### config.mk
export PLATFORM = sky130hd
export DESIGN_NAME = score_keeper
export DESIGN_NICKNAME = d
export VERILOG_FILES = /design/src/rtl/score_keeper.sv
export SDC_FILE = /design/constraint.sdc
export NUM_CORES = 1
export LEC_CHECK = 0
export BUFFER_PORTS_ARGS = -buffer_cell sky130_fd_sc_hd__buf_2
export CAP_MARGIN = 20
export CELL_PAD_IN_SITES_DETAIL_PLACEMENT = 2
export CELL_PAD_IN_SITES_GLOBAL_PLACEMENT = 2
export CORE_MARGIN = 5
export CORE_UTILIZATION = 38
export CTS_BUF_LIST = sky130_fd_sc_hd__clkbuf_8
export DETAILED_ROUTE_END_ITERATION = 6
export PLACE_DENSITY_LB_ADDON = 0.1
export SYNTH_ARGS = -nofsm -noshare
export SYNTH_HDL_FRONTEND = slang
export SYNTH_SLANG_ARGS = --single-unit
### constraint.sdc
create_clock -name dyn_clk -period 2.35 [get_ports dyn_clk]
set_input_delay 0.235 -clock dyn_clk [delete_from_list [all_inputs] [get_ports dyn_clk]]
set_output_delay 0.235 -clock dyn_clk [all_outputs]
set_load 0.03 [all_outputs]
### src/rtl/score_keeper.sv
// Pong score keeper: edge-detects play/goal inputs, sequences serve/run/pause/over
// and keeps saturating per-player scores, serve direction and the winner.
module score_keeper #(
  parameter int WIN_SCORE   = 5,
  parameter int SERVE_DELAY = 60
) (
  input  logic       dyn_clk,
  input  logic       reset,
  input  logic       play,
  input  logic       reset_goals,
  input  logic       goal_ply1,
  input  logic       goal_ply2,
  output logic [3:0] score_ply1,
  output logic [3:0] score_ply2,
  output logic       run,
  output logic       serve_dir,
  output logic       game_over,
  output logic [1:0] winner
);

  typedef enum logic [2:0] {
    IDLE  = 3'd0,
    SERVE = 3'd1,
    RUN   = 3'd2,
    PAUSE = 3'd3,
    OVER  = 3'd4
  } state_t;

  localparam logic [3:0] WIN  = 4'(WIN_SCORE);
  localparam logic [7:0] LAST = 8'(SERVE_DELAY - 1);

  state_t     state;
  logic [7:0] serve_cnt;
  logic       play_q, g1_q, g2_q;
  logic       play_e, g1_e, g2_e;
  logic [3:0] s1_inc, s2_inc;

  assign play_e = play & ~play_q;
  assign g1_e   = goal_ply1 & ~g1_q;
  assign g2_e   = goal_ply2 & ~g2_q;

  // Saturating increments; scores never pass WIN_SCORE.
  assign s1_inc = (score_ply1 >= WIN) ? WIN : score_ply1 + 4'd1;
  assign s2_inc = (score_ply2 >= WIN) ? WIN : score_ply2 + 4'd1;

  always_ff @(posedge dyn_clk or negedge reset) begin
    if (!reset) begin
      play_q <= 1'b0;
      g1_q   <= 1'b0;
      g2_q   <= 1'b0;
    end else begin
      play_q <= play;
      g1_q   <= goal_ply1;
      g2_q   <= goal_ply2;
    end
  end

  // run and game_over are loaded alongside every state change so they track state.
  always_ff @(posedge dyn_clk or negedge reset) begin
    if (!reset) begin
      state      <= IDLE;
      serve_cnt  <= 8'd0;
      score_ply1 <= 4'd0;
      score_ply2 <= 4'd0;
      winner     <= 2'd0;
      serve_dir  <= 1'b1;
      run        <= 1'b0;
      game_over  <= 1'b0;
    end else if (reset_goals) begin
      state      <= IDLE;
      serve_cnt  <= 8'd0;
      score_ply1 <= 4'd0;
      score_ply2 <= 4'd0;
      winner     <= 2'd0;
      serve_dir  <= 1'b1;
      run        <= 1'b0;
      game_over  <= 1'b0;
    end else begin
      case (state)
        IDLE: begin
          if (play_e) begin
            state     <= SERVE;
            serve_cnt <= 8'd0;
          end
        end
        SERVE: begin
          serve_cnt <= serve_cnt + 8'd1;
          if (serve_cnt == LAST) begin
            state <= RUN;
            run   <= 1'b1;
          end
        end
        RUN: begin
          // Goals outrank play; a simultaneous pair is a void rally.
          if (g1_e && g2_e) begin
            state     <= SERVE;
            serve_cnt <= 8'd0;
            run       <= 1'b0;
          end else if (g1_e) begin
            score_ply1 <= s1_inc;
            serve_dir  <= 1'b0;
            serve_cnt  <= 8'd0;
            run        <= 1'b0;
            if (s1_inc == WIN) begin
              state     <= OVER;
              winner    <= 2'd1;
              game_over <= 1'b1;
            end else begin
              state <= SERVE;
            end
          end else if (g2_e) begin
            score_ply2 <= s2_inc;
            serve_dir  <= 1'b1;
            serve_cnt  <= 8'd0;
            run        <= 1'b0;
            if (s2_inc == WIN) begin
              state     <= OVER;
              winner    <= 2'd2;
              game_over <= 1'b1;
            end else begin
              state <= SERVE;
            end
          end else if (play_e) begin
            state <= PAUSE;
            run   <= 1'b0;
          end
        end
        PAUSE: begin
          if (play_e) begin
            state <= RUN;
            run   <= 1'b1;
          end
        end
        OVER: begin
          if (play_e) begin
            state      <= SERVE;
            serve_cnt  <= 8'd0;
            score_ply1 <= 4'd0;
            score_ply2 <= 4'd0;
            winner     <= 2'd0;
            serve_dir  <= 1'b1;
            game_over  <= 1'b0;
          end
        end
        default: begin
          state     <= IDLE;
          run       <= 1'b0;
          game_over <= 1'b0;
        end
      endcase
    end
  end

endmodule

==> run_results.csv <==
group,metric,value,unit
outcome,status,"complete, no violations",
sta,rsz0062_at_grt,"no",
critical_path,path_max_fanout,7,
cells_and_area,area_growth,10.3,%
sta,period_share,85.4,%
detailed_routing,drc,0,
die,initial_core_util,39.2,%
placement,port_buffers,18,
worst_hold_path,whs_endpoint,"g2_q",
power,finalPower,1.06,mW
die,row_count,24,
cells_and_area,fin_nets,213,
detailed_routing,wl_per_cell,18.6,um
sta,hold_viol,0,
critical_path,path_cells,"inv_1 -> ha_1 -> nor2_1 -> a221oi_1 -> nand2_1 -> o211ai_1 -> a21oi_1",
cts,postCtsSetupBuffers,0,
logic_synthesis,ys_seq_area_share,39.4,%
worst_hold_path,hp-class,"in2reg",
cts,cts_sinks,27,
logic_synthesis,netlist.top_cell.by_area,"dfrtp_1",
die,dieHeight,77.2,um
die,ioPinCount,19,
sta,maxSlewHeadroom,56.9,%
detailed_routing,drt_iter0_drc,48,
die,die_area,5970,um2
flow_run,drv_cap,0,
placement,gp_congestion,0.823,
power,power_leakage,0.883,nW
global_routing,grt_pass1_vias,1616,
logic_synthesis,syn_area,1720,um2
logic_synthesis,synth.top_cell.area_share,37.9,%
sta,fin_tns_setup,0,ps
detailed_routing,num_vias,1462,
worst_hold_path,hold_depth,1,
placement,dp.cells,246,
global_routing,grt_antenna_before_repair,0,
detailed_routing,via_per_inst,5.82,
logic_synthesis,synthFlopType,"dfrtp_1",
cts,clkSlewWorstSetupHoldPaths,100,ps
critical_path,cp_top_family,"compound AO/OA/AOI/OAI gates",
logic_synthesis,ys_warn_count,0,
cts,clockBufferDepth,2,
cts,cts_max_level,1,
detailed_routing,first_pass_iters,4,
sta,slew_violations,0,
cts,cts_root_buf,"clkbuf_8",
critical_path,ff2ff_path_depth,7,
cells_and_area,drive_gt1_share,20.1,%
sta,skew,7.41,ps
logic_synthesis,syn_inst,180,
logic_synthesis,synth-edff-count,0,
critical_path,end_kind,"flop",
cts,cts_buffers,3,
critical_path,worst-path-buf-inv,1,
logic_synthesis,ys_async_sr_fraction,100,%
global_routing,grt_usage,16.5,%
cts,clock_latency,280,ps
critical_path,cp_slowest_stage_delay,480,ps
cells_and_area,mostFrequentLayoutCell,"dfrtp_1",
logic_synthesis,synth_seq_cells,27,
detailed_routing,final_antenna_net_count,0,
logic_synthesis,synth_area_leaders,"dfrtp_1 38%, a21oi_1 5.2%, ha_1 5.1%, mux2i_1 2.9%, nor4b_4 2.8%",
sta,max_freq,0.498,GHz
cells_and_area,final_cell_mix,"26 x dfrtp_1, 18 x a21oi_1, 18 x buf_2",
worst_hold_path,min_from,"goal_ply2",
power,power_density,558,nW/um2
cells_and_area,antenna_cells,0,
cells_and_area,n_fill_cell,507,
critical_path,r2r-start,"score_ply1[0]",
die,dieWidth,77.2,um
sta,setup_viol,0,
global_routing,grt.overflow.total,0,
critical_path,path_class,"reg2reg",
global_routing,grt_pass1_wl,8130,um
cells_and_area,fin_cells,251,
power,ir_worst_vdd,287,uV
detailed_routing,totalWireLength,4670,um
critical_path,cp_slowest_cell,"dfrtp_1",
global_routing,grt_max_degree,28,
critical_path,r2r_end,"game_over",
logic_synthesis,synthesis.nets,193,
logic_synthesis,synth_cell_types,50,
sta,tightest_slew,647,ps
critical_path,arrival,2170,ps
die,core-area,4380,um2
cts,cts_tree,"yes",
critical_path,critPathLaunchType,"flop",
critical_path,rrSetupSlack,340,ps
critical_path,crit_required,2520,ps
placement,dp_hpwl,3610,um
sta,final.min_clock_period,2010,ps
logic_synthesis,syn_area_per_cell,9.54,um2
==> what timing repair did <==
item / CTS / global route
hold buffers: 1 / 0
resized for setup: 0 / 0
endpoints found under the hold margin: 13 / 0
==> metrics by stage <==
step | setup slack, ps | instance area (um2) | hold WS, ps | util (%)
6_report | 343 | 1900 | 80.8 | 43.2
5_1_grt | 144 | 1900 | 69.5 | 43.2
4_1_cts | 308 | 1900 | 70.6 | 43.2
3_5_place_dp | 302 | 1840 | 305 | 42.0
3_3_place_gp | 446 | 1840 | 293 | 42.0
2_1_floorplan | 513 | 1720 | -60.6 | -
==> layout make-up <==
cell class | count | area [um2] | share of cell area, %
flip-flops and latches | 27 | 677 | 35.7
clock inverters | 1 | 3.75 | 0.198
multi-input cells | 138 | 963 | 50.8
inverters | 10 | 37.5 | 1.98
well taps | 52 | 65.1 | 3.43
clock buffers | 3 | 41.3 | 2.18
repair buffers | 20 | 108 | 5.68
==> cells in the mapped netlist, types with 3 or more instances <==
cell      instances
dfrtp_1          26
a21oi_1          18
nand2_1          12
nor2_1           12
inv_1            10
o21ai_1           8
and3_1            7
ha_1              7
nand2b_1          6
mux2i_1           5
nand3_1           5
nand4_1           5
a21oi_2           3
nor2b_1           3
nor3_1            3
==> sequential cells by signal (all words and copies together), names as in the netlist, 2 cells and up <==
register    flops
serve_cnt       8
score_ply1      4
score_ply2      4
state           3
winner          2
==> worst register-to-register path, delay by kind of cell, from the launching register on <==
kind	cells	cell delay (ps)
and+or+nand+nor	2	270
adders and majority gates	1	330
DFF	1	480
buffers and inverters	1	110
AOI/OAI and AO/OA	3	720
==> worst max-delay path by stage <==
stage,startpoint,end,cells after the start
3_5_place_dp,score_ply1[0],game_over,7
2_1_floorplan,serve_cnt[0],run,6
4_1_cts,score_ply1[0],game_over,7
6_report,score_ply1[0],game_over,7
5_1_grt,score_ply1[0],game_over,7
3_3_place_gp,serve_cnt[0],run,6
==> power breakdown <==
group | total (mW) | switching (mW) | internal (mW) | leakage [nW]
combinational | 0.262 | 0.173 | 0.0889 | 0.498
sequential | 0.528 | 0.0367 | 0.491 | 0.358
clock | 0.268 | 0.150 | 0.117 | 0.0269
==> layer usage <==
layer  up-vias  part of all wire (%)  track usage, %
li1        693                     -               -
met1       744                    45            21.0
met2        18                    51            28.3
met3         7                   2.7            2.81
met4         0                   1.3            4.81
met5         -                     0               0
==> cells by family after synthesis <==
logic type | share of synthesized area, %
AND/OR/NAND/NOR | 23.2
AO/OA/AOI/OAI | 22.6
XOR/XNOR | 1.02
adder cells (fa/ha/maj) | 5.10
buffers and inverters | 4.52
multiplexers | 4.22
flip-flops | 39.4
(Power assumes the default switching activity.)
